===== config.mk =====
export PLATFORM = sky130hd
export DESIGN_NAME = llr_fg_sched_flat
export DESIGN_NICKNAME = d
export VERILOG_FILES = /design/src/rtl/polar_dec_pkg.sv /design/src/rtl/llr_fg_sched_if.sv /design/src/rtl/llr_sched_addr_gen.sv /design/src/rtl/llr_fg_sched.sv /design/src/flat_wrapper.sv
export SDC_FILE = /design/constraint.sdc
export NUM_CORES = 1
export LEC_CHECK = 0
export CAP_MARGIN = 20
export CELL_PAD_IN_SITES_DETAIL_PLACEMENT = 0
export CELL_PAD_IN_SITES_GLOBAL_PLACEMENT = 1
export CORE_UTILIZATION = 40
export CTS_CLUSTER_SIZE = 24
export DETAILED_ROUTE_END_ITERATION = 12
export HOLD_SLACK_MARGIN = 0.02
export PLACE_DENSITY_LB_ADDON = 0.1
export SYNTH_ARGS = -nofsm -noshare
export SYNTH_HDL_FRONTEND = slang
export SYNTH_SLANG_ARGS = --single-unit

===== constraint.sdc =====
create_clock -name clk -period 4.3 [get_ports clk]
set_input_delay 0.86 -clock clk [delete_from_list [all_inputs] [get_ports clk]]
set_output_delay 0.86 -clock clk [all_outputs]
set_load 0.01 [all_outputs]

===== src/rtl/polar_dec_pkg.sv =====
// rtl/polar_dec_pkg.sv - shared polar decoder types, defaults and beat-count helper
package polar_dec_pkg;

    localparam int DEF_DATA_WIDTH = 8;
    localparam int DEF_ADDR_WIDTH = 10;
    localparam int BEAT_W         = 16;

    typedef enum logic {
        OP_F = 1'b0,
        OP_G = 1'b1
    } op_e;

    typedef enum logic [1:0] {
        IDLE,
        ISSUE,
        DRAIN,
        DONE
    } sched_state_e;

    // Index of the final beat: a node narrower than the lane array still takes one beat.
    function automatic logic [BEAT_W-1:0] last_beat_idx(input logic [3:0] log_pairs, input int log_p);
        if (int'(log_pairs) <= log_p) begin
            return '0;
        end
        return (BEAT_W'(1) << (int'(log_pairs) - log_p)) - BEAT_W'(1);
    endfunction

endpackage


===== src/rtl/llr_fg_sched_if.sv =====
// rtl/llr_fg_sched_if.sv - command, memory and PE-lane bundle; perf ports under LLR_FG_SCHED_PERF_CNT_EN
interface llr_fg_sched_if
    import polar_dec_pkg::*;
#(
    parameter int P          = 4,
    parameter int ADDR_WIDTH = DEF_ADDR_WIDTH
);
    logic                  start;
    logic                  op_g;
    logic [3:0]            node_log_pairs;
    logic [ADDR_WIDTH-1:0] rd_base;
    logic [ADDR_WIDTH-1:0] wr_base;
    logic                  stall;

    logic                  rd_en;
    logic [ADDR_WIDTH-1:0] rd_addr;
    logic                  pe_valid;
    logic                  pe_op_g;
    logic [P-1:0]          pe_lane_mask;
    logic                  wr_en;
    logic [ADDR_WIDTH-1:0] wr_addr;
    logic [P-1:0]          wr_lane_mask;
    logic                  busy;
    logic                  done;
`ifdef LLR_FG_SCHED_PERF_CNT_EN
    logic [15:0]           cyc_cnt;
    logic [15:0]           stall_cnt;
`endif

    modport master (
        output start, op_g, node_log_pairs, rd_base, wr_base, stall,
        input  rd_en, rd_addr, pe_valid, pe_op_g, pe_lane_mask,
        input  wr_en, wr_addr, wr_lane_mask, busy, done
`ifdef LLR_FG_SCHED_PERF_CNT_EN
        , input cyc_cnt, stall_cnt
`endif
    );

    modport slave (
        input  start, op_g, node_log_pairs, rd_base, wr_base, stall,
        output rd_en, rd_addr, pe_valid, pe_op_g, pe_lane_mask,
        output wr_en, wr_addr, wr_lane_mask, busy, done
`ifdef LLR_FG_SCHED_PERF_CNT_EN
        , output cyc_cnt, stall_cnt
`endif
    );

endinterface


===== src/rtl/llr_sched_addr_gen.sv =====
// rtl/llr_sched_addr_gen.sv - beat counter, read/write address and lane-mask generation
module llr_sched_addr_gen
    import polar_dec_pkg::*;
#(
    parameter int P          = 4,
    parameter int ADDR_WIDTH = DEF_ADDR_WIDTH
) (
    input  logic                  clk,
    input  logic                  rst,
    input  logic                  load,
    input  logic [3:0]            node_log_pairs,
    input  logic [ADDR_WIDTH-1:0] rd_base,
    input  logic [ADDR_WIDTH-1:0] wr_base,
    input  logic                  advance,
    output logic [ADDR_WIDTH-1:0] rd_addr,
    output logic [ADDR_WIDTH-1:0] wr_addr,
    output logic [P-1:0]          lane_mask,
    output logic                  last_beat
);
    localparam int LOG_P = (P > 1) ? $clog2(P) : 0;

    logic [ADDR_WIDTH-1:0] rd_base_q;
    logic [ADDR_WIDTH-1:0] wr_base_q;
    logic [3:0]            log_q;
    logic [BEAT_W-1:0]     idx;

    always_ff @(posedge clk) begin
        if (rst) begin
            rd_base_q <= '0;
            wr_base_q <= '0;
            log_q     <= '0;
            idx       <= '0;
        end else if (load) begin
            rd_base_q <= rd_base;
            wr_base_q <= wr_base;
            log_q     <= node_log_pairs;
            idx       <= '0;
        end else if (advance) begin
            idx <= last_beat ? '0 : idx + BEAT_W'(1);
        end
    end

    assign last_beat = (idx == last_beat_idx(log_q, LOG_P));
    // Address sums are ADDR_WIDTH wide so they wrap around the LLR memory.
    assign rd_addr   = rd_base_q + ADDR_WIDTH'(idx);
    assign wr_addr   = wr_base_q + ADDR_WIDTH'(idx);

    always_comb begin
        lane_mask = '0;
        for (int i = 0; i < P; i++) begin
            lane_mask[i] = (int'(log_q) >= LOG_P) || (i < (1 << log_q));
        end
    end

endmodule


===== src/rtl/llr_fg_sched.sv =====
// rtl/llr_fg_sched.sv - f/g pass scheduler: issue FSM plus PE/write delay pipeline; LLR_FG_SCHED_PERF_CNT_EN adds counters
module llr_fg_sched
    import polar_dec_pkg::*;
#(
    parameter int DATA_WIDTH = DEF_DATA_WIDTH,
    parameter int P          = 4,
    parameter int ADDR_WIDTH = DEF_ADDR_WIDTH
) (
    input  logic          clk,
    input  logic          rst,
    llr_fg_sched_if.slave bus
);
    if (P < 1 || P > 16 || (P & (P - 1)) != 0 || DATA_WIDTH < 1) begin : g_bad_param
        $error("llr_fg_sched: P must be a power of two in 1..16 and DATA_WIDTH positive");
    end

    sched_state_e          state;
    op_e                   op_q;
    logic                  load;
    logic                  issue;
    logic                  last_beat;
    logic [ADDR_WIDTH-1:0] gen_rd_addr;
    logic [ADDR_WIDTH-1:0] gen_wr_addr;
    logic [ADDR_WIDTH-1:0] wa_d1;
    logic [P-1:0]          gen_mask;

    assign load         = (state == IDLE) && bus.start;
    assign issue        = (state == ISSUE) && !bus.stall;
    assign bus.rd_en    = issue;
    assign bus.rd_addr  = gen_rd_addr;
    assign bus.busy     = (state != IDLE);
    assign bus.done     = (state == DONE);

    llr_sched_addr_gen #(
        .P          (P),
        .ADDR_WIDTH (ADDR_WIDTH)
    ) u_addr_gen (
        .clk            (clk),
        .rst            (rst),
        .load           (load),
        .node_log_pairs (bus.node_log_pairs),
        .rd_base        (bus.rd_base),
        .wr_base        (bus.wr_base),
        .advance        (issue),
        .rd_addr        (gen_rd_addr),
        .wr_addr        (gen_wr_addr),
        .lane_mask      (gen_mask),
        .last_beat      (last_beat)
    );

    always_ff @(posedge clk) begin
        if (rst) begin
            state            <= IDLE;
            op_q             <= OP_F;
            bus.pe_valid     <= 1'b0;
            bus.pe_op_g      <= 1'b0;
            bus.pe_lane_mask <= '0;
            wa_d1            <= '0;
            bus.wr_en        <= 1'b0;
            bus.wr_addr      <= '0;
            bus.wr_lane_mask <= '0;
        end else begin
            // Idle pipeline slots carry zeros so masks and addresses read 0 between beats.
            bus.pe_valid     <= issue;
            bus.pe_op_g      <= issue && (op_q == OP_G);
            bus.pe_lane_mask <= issue ? gen_mask : '0;
            wa_d1            <= issue ? gen_wr_addr : '0;
            bus.wr_en        <= bus.pe_valid;
            bus.wr_addr      <= wa_d1;
            bus.wr_lane_mask <= bus.pe_lane_mask;

            case (state)
                IDLE: begin
                    if (bus.start) begin
                        op_q  <= op_e'(bus.op_g);
                        state <= ISSUE;
                    end
                end
                ISSUE: begin
                    if (issue && last_beat) state <= DRAIN;
                end
                DRAIN: begin
                    if (bus.wr_en && !bus.pe_valid) state <= DONE;
                end
                DONE:    state <= IDLE;
                default: state <= IDLE;
            endcase
        end
    end

`ifdef LLR_FG_SCHED_PERF_CNT_EN
    logic [15:0] cyc_q;
    logic [15:0] stall_q;

    always_ff @(posedge clk) begin
        if (rst || load) begin
            cyc_q   <= '0;
            stall_q <= '0;
        end else begin
            if (state != IDLE && cyc_q != 16'hFFFF) cyc_q <= cyc_q + 16'd1;
            if (state == ISSUE && bus.stall && stall_q != 16'hFFFF) stall_q <= stall_q + 16'd1;
        end
    end

    assign bus.cyc_cnt   = cyc_q;
    assign bus.stall_cnt = stall_q;
`endif

endmodule


===== src/flat_wrapper.sv =====
// flat-port wrapper written by rule: the top's interface ports become plain ports
module llr_fg_sched_flat import polar_dec_pkg::*;
#(
    parameter int DATA_WIDTH = DEF_DATA_WIDTH,
    parameter int P          = 4,
    parameter int ADDR_WIDTH = DEF_ADDR_WIDTH
)
  (clk, rst, bus_start, bus_op_g, bus_node_log_pairs, bus_rd_base, bus_wr_base, bus_stall, bus_rd_en, bus_rd_addr, bus_pe_valid, bus_pe_op_g, bus_pe_lane_mask, bus_wr_en, bus_wr_addr, bus_wr_lane_mask, bus_busy, bus_done);
  llr_fg_sched_if #(.P(P), .ADDR_WIDTH(ADDR_WIDTH)) bus_i ();
  input  logic clk;
  input  logic rst;
  input wire logic [$bits(bus_i.start)-1:0] bus_start;
  input wire logic [$bits(bus_i.op_g)-1:0] bus_op_g;
  input wire logic [$bits(bus_i.node_log_pairs)-1:0] bus_node_log_pairs;
  input wire logic [$bits(bus_i.rd_base)-1:0] bus_rd_base;
  input wire logic [$bits(bus_i.wr_base)-1:0] bus_wr_base;
  input wire logic [$bits(bus_i.stall)-1:0] bus_stall;
  output wire logic [$bits(bus_i.rd_en)-1:0] bus_rd_en;
  output wire logic [$bits(bus_i.rd_addr)-1:0] bus_rd_addr;
  output wire logic [$bits(bus_i.pe_valid)-1:0] bus_pe_valid;
  output wire logic [$bits(bus_i.pe_op_g)-1:0] bus_pe_op_g;
  output wire logic [$bits(bus_i.pe_lane_mask)-1:0] bus_pe_lane_mask;
  output wire logic [$bits(bus_i.wr_en)-1:0] bus_wr_en;
  output wire logic [$bits(bus_i.wr_addr)-1:0] bus_wr_addr;
  output wire logic [$bits(bus_i.wr_lane_mask)-1:0] bus_wr_lane_mask;
  output wire logic [$bits(bus_i.busy)-1:0] bus_busy;
  output wire logic [$bits(bus_i.done)-1:0] bus_done;
  assign bus_i.start = bus_start;
  assign bus_i.op_g = bus_op_g;
  assign bus_i.node_log_pairs = bus_node_log_pairs;
  assign bus_i.rd_base = bus_rd_base;
  assign bus_i.wr_base = bus_wr_base;
  assign bus_i.stall = bus_stall;
  assign bus_rd_en = bus_i.rd_en;
  assign bus_rd_addr = bus_i.rd_addr;
  assign bus_pe_valid = bus_i.pe_valid;
  assign bus_pe_op_g = bus_i.pe_op_g;
  assign bus_pe_lane_mask = bus_i.pe_lane_mask;
  assign bus_wr_en = bus_i.wr_en;
  assign bus_wr_addr = bus_i.wr_addr;
  assign bus_wr_lane_mask = bus_i.wr_lane_mask;
  assign bus_busy = bus_i.busy;
  assign bus_done = bus_i.done;
  llr_fg_sched #(.DATA_WIDTH(DATA_WIDTH), .P(P), .ADDR_WIDTH(ADDR_WIDTH)) u_core (.clk(clk), .rst(rst), .bus(bus_i));
endmodule

== Yosys cells after proc, flatten, opt, wreduce, memory -nomap -nowiden ==
Cells that the tools add are included.
Storage, ports and cells
  register bits after elaboration: 74
Operators by class
  add/subtract/negate cells: 5
  $lt $le $gt $ge: 6
  eq/ne operators: 7
  shift operators: 2
  multiplexer cells: 8
  bitwise gates (word level): 1
  reductions and logical operators: 17
Operators with widths (count)
  $lt 3x32->1 const A: 2
  $mux 16: 3
  $lt 1x32->1 const A: 1
  $lt 2x32->1 const A: 1
  $shl 1x32->16 const A: 1
  $shl 1x4->32 const A: 1
  $add 10x10->10: 2
  $add 16x1->16 const B: 1
  $eq 16x16->1: 1
  $sub 16x2->16 const B: 1
  $pmux 2 s4: 1
  $mux 2: 3
  $logic_and 1x1->1: 5
  $sub 4x2->5 const B: 1
  $eq 2x2->1 const B: 2
  $ge 4x2->1 const B: 1
  $le 4x2->1 const B: 1
  $logic_or 1x1->1: 4
  $ne 2x2->1 const B: 2
  $reduce_or 2->1: 2
  $reduce_and 3->1: 1
  $eq 2x1->1 const B: 1
  $logic_not 1->1: 2
  $logic_not 2->1: 1
  5 further kinds: 5

== Logic depth before layout (Yosys ltp) ==
  word-level depth: 8
  mapped depth: 17
  gate-level depth less buffers: 13

== Hierarchy ==
From an unflattened synthesis, not the netlist that was laid out.
Second synthesis, totals
  cell total of the unflattened synthesis: 446
  area total of the unflattened synthesis: 4200.3 µm²
Modules (own cells, without submodules)
  llr_sched_addr_gen: times used 1, cells each 358, area an instance 3125.5 µm², sequential area each 800.8 µm²
  llr_fg_sched: times used 1, cells each 88, area an instance 1074.8 µm², sequential area each 680.7 µm²

== Worst setup path before layout ==
Ideal clock, no wire load.
  kind: reg-to-reg
  from: reg u_core.u_addr_gen.log_q[1]
  to: reg u_core.state[0]
  library setup time: 0.086 ns
  data arrival time: 3.646 ns
  path slack: 0.569 ns
  stages on the path, launching flop included: 15
  buffers on the path: 2
  clock period less this slack: 3.731 ns
  cell sequence: dfxtp_1 buf_2 inv_1 ha_1 ha_1 buf_4 nand3_1 ha_1 or4b_4 o21ai_0 o221ai_1 a2111o_1 o41a_1 or2_0 a211oi_1
On the way
  cells in the longest elaborated chain, start to end: 8
RTL lines
  start, declared: RTL line llr_sched_addr_gen.sv:24  | logic [3:0] log_q;
  start signal, assigned: RTL line llr_sched_addr_gen.sv:36  | log_q <= node_log_pairs;
  $sub 4x2->5: RTL line polar_dec_pkg.sv:25  | return (BEAT_W'(1) << (int'(log_pairs) - log_p)) - BEAT_W'(1);
  $shl 1x32->16: RTL line polar_dec_pkg.sv:25
  $sub 16x2->16: RTL line polar_dec_pkg.sv:25
  $mux 16 (*): RTL line polar_dec_pkg.sv:25
  $eq 16x16->1 (*): RTL line llr_sched_addr_gen.sv:43  | assign last_beat = (idx == last_beat_idx(log_q, LOG_P));
  $logic_and 1x1->1 (*): RTL line llr_fg_sched.sv:80  | if (issue && last_beat) state <= DRAIN;
  $ne 2x2->1 (no line) (*)
  $reduce_and 3->1 (no line) (*)
  end signal, assigned: RTL line llr_fg_sched.sv:80
  end signal, assigned: RTL line llr_fg_sched.sv:83  | if (bus.wr_en && !bus.pe_valid) state <= DONE;
  end signal, assigned: RTL line llr_fg_sched.sv:85  | DONE: state <= IDLE;
  end, declared: RTL line llr_fg_sched.sv:17  | sched_state_e state;
Every way passes the cells marked *; elsewhere a longest branch is shown, timed or not.
A chain may end at the register's enable or synchronous reset.

== Worst setup path after layout ==
  from: reg u_core.u_addr_gen.idx[1]
  to: out bus_rd_addr[9]
On the way
  cells in the longest elaborated chain, start to end: 1
RTL lines
  start, declared: RTL line llr_sched_addr_gen.sv:25  | logic [BEAT_W-1:0] idx;
  start signal, assigned: RTL line llr_sched_addr_gen.sv:39  | idx <= last_beat ? '0 : idx + BEAT_W'(1);
  $add 10x10->10: RTL line llr_sched_addr_gen.sv:45  | assign rd_addr = rd_base_q + ADDR_WIDTH'(idx);
  end, declared: RTL line flat_wrapper.sv:19  | output wire logic [$bits(bus_i.rd_addr)-1:0] bus_rd_addr;
No other way between the ends.

==> results.yml <==
run_status:
  status: "finished clean"
worst_hold_path:
  holdPathEnd: "u_core.bus.wr_addr[7]$_SDFF_PP0_"
  min_from: "u_core.wa_d1[7]$_SDFF_PP0_"
  hp-class: "reg -> reg"
  whs_path_depth: 1
global_routing:
  grt_overflow: 0
  grt_pass1_vias: 3504
  grt_start_max_net_pins: 44
  grt_use_total_pct: 21.8
  grt_pass1_wl_um: 17300
  antenna_found_initial: 0
detailed_routing:
  wl_met1_um: 4900
  first_iter_violations: 118
  met2_length_um: 5030
  num_vias: 3624
  finalWirelength_um: 10600
  route.detailed.drc: 0
  wire_per_inst_um: 15.3
  dr.pass1.iters: 4
  viasPerCell: 5.24
  met3_length_um: 470
  top_layer: "met4"
  antenna_left: 0
synth:
  synth-seq-cells: 74
  async_reset_ff_share_pct: 0
  ys_seq_area_share_pct: 36.4
  ys_warn_count: 0
  syn_area_mm2: 0.00407
  synth_top_area_share_pct: 36.4
  synth.net_count: 553
  synth_cell_types: 60
  syn_inst: 495
  synthFlopType: "dfxtp_1"
  yosys-top-cells-area: "dfxtp_1 36%, ha_1 8.3%, nand2_1 6.9%, a21oi_1 5.4%, xnor2_1 4.5%"
  synth_area_per_cell_um2: 8.22
  synth_top_cell_by_area: "dfxtp_1"
  synth-edff-count: 0
layout:
  nets: 612
  final_cell_mix: "75 x nand2_1, 74 x dfxtp_1, 62 x clkdlybuf4s50_1"
  area_delta_synth_final_pct: 24.3
  design_area_mm2: 0.00506
  num-fill-cells: 978
  final_layout_size_suffix_gt1_share_pct: 6.26
  final_common_cell: "nand2_1"
  finalCoreUtilization_pct: 51.5
  diodes: 0
place:
  place_area_mm2: 0.00483
  dp_hpwl_um: 7720
  place_congestion: 0.891
  portBuffers: 62
die:
  die_h_um: 103
  start_util_pct: 41.5
  die_w_um: 103
  pin_count: 63
  die-area_mm2: 0.0106
  core_area_mm2: 0.00982
  row_count: 36
sta:
  fmaxAchievable_ghz: 0.246
  skew_ns: 0.0113
  whs_ns: 0.442
  finalSetupViolCount: 0
  worstMarginPinSlew_ns: 0.771
  timing.slew.headroom_pct: 48.6
  period_share_pct: 94.5
  slew_viol_final: 0
  hold_viol_final: 0
  rsz0062_at_grt: "false"
  setup_tns_ns: 0
  min_period_ns: 4.07
clock_network:
  clk_pin_slew_ns: 0.09
  post_cts_buffers: 0
  cts_tree: "yes"
  cts_buffers: 9
  cts_resized: 0
  clk_latency_ns: 0.35
  holdBufCountCts: 0
  cts_root_buf: "clkbuf_8"
  clockBufferDepth: 2
  cts_sinks: 74
  cts.htree.levels: 3
worst_setup_path:
  endpoint_kind: "primary output"
  reg2regPathDepth: 12
  crit_type: "reg -> out"
  worstPathMaxFanout: 10
  startpoint: "u_core.u_addr_gen.idx[1]$_SDFFE_PP0P_"
  critPathRequiredTime_ns: 3.44
  rr_endpoint: "u_core.state[0]$_SDFFE_PP0P_"
  arrival_ns: 3.21
  reg2reg_from: "u_core.u_addr_gen.log_q[1]$_SDFFE_PP0P_"
  r2r_setup_slack_ns: 0.50
  crit_path_start_kind: "flop"
power_and_ir_drop:
  leakagePower_nw: 2.03
  powerDensity_mw_per_mm2: 457
  power_mw: 2.31
  vdd_ir_drop_max_uv: 167
flow_run:
  drv_cap: 0
==> state kept, by name, indices dropped and copies added, names as in the netlist, 2 cells and up <==
signal / flops
u_core.u_addr_gen.wr_base_q: 10
u_core.bus.wr_lane_mask: 4
u_core.u_addr_gen.log_q: 4
u_core.u_addr_gen.idx: 16
u_core.bus.pe_lane_mask: 4
u_core.bus.wr_addr: 10
u_core.u_addr_gen.rd_base_q: 10
u_core.state: 2
u_core.wa_d1: 10
==> stage by stage <==
stage / instances / setup WS [ns]
finish: 692 / 0.235
global placement: 676 / 0.583
floorplan: 495 / 0.569
global route: 692 / 0.0197
detailed placement: 676 / 0.554
CTS: 692 / 0.218
==> Yosys cell counts, types with 4 or more instances <==
| cell | count |
|---|---|
| a21o_1 | 7 |
| a21oi_1 | 44 |
| and2_1 | 18 |
| buf_2 | 4 |
| clkbuf_1 | 19 |
| dfxtp_1 | 74 |
| ha_1 | 27 |
| inv_1 | 23 |
| nand2_1 | 75 |
| nand2b_1 | 7 |
| nand3_1 | 6 |
| nand4_1 | 7 |
| nor2_1 | 29 |
| nor2b_1 | 22 |
| nor3_1 | 9 |
| nor4_1 | 4 |
| o21a_1 | 5 |
| o21ai_0 | 18 |
| o31ai_1 | 5 |
| xnor2_1 | 21 |
| xor2_1 | 10 |
==> how the worst max path moves through the flow <==
stage / to / slack, ns / cells past startpoint
floorplan: u_core.state[0]$_SDFFE_PP0P_ / 0.57 / 14
global placement: bus_rd_addr[9] / 0.58 / 10
detailed placement: u_core.state[0]$_SDFFE_PP0P_ / 0.55 / 12
CTS: bus_rd_addr[9] / 0.22 / 10
global route: bus_rd_addr[8] / 0.02 / 11
finish: bus_rd_addr[9] / 0.23 / 10
==> where the power goes <==
part	total [mW]	switching (mW)	internal, mW
clock network	0.634	0.285	0.349
registers	0.789	0.0372	0.752
logic	0.889	0.521	0.368
total	2.31	0.843	1.47
==> metal layers <==
layer  global-route usage, %  vias to the layer above
met5                       0                        -
met4                    8.99                        0
met3                    3.66                       16
met2                    36.9                      103
met1                    27.4                     1683
li1                        -                     1822
==> logic make-up after synthesis <==
kind of cell	share of synthesized area [%]
simple gates	25.0
compound gates	17.4
flops	36.4
buf+inv	5.20
xor+xnor	6.67
fa+ha+maj	9.28
==> critical path, cell delays in order, from the launching register on <==
cell             delay [ns]
dfxtp_1                0.54
ha_1                   0.30
a21o_1                 0.17
a21oi_1                0.20
o21ai_0                0.13
a21oi_1                0.25
o21ai_0                0.20
a21o_1                 0.22
a21oi_1                0.17
xnor2_1                0.14
clkdlybuf4s50_1        0.56
==> area by class of cell <==
class / instances / area (µm²) / share of cell area, %
inverters: 24 / 90.1 / 1.78
clock inverters: 6 / 95.1 / 1.88
repair buffers: 74 / 711 / 14.0
multi-input cells: 371 / 2380 / 47.0
clock buffers: 10 / 138 / 2.72
well taps: 133 / 166 / 3.29
flip-flops and latches: 74 / 1480 / 29.3
(Power assumes the default switching activity.)
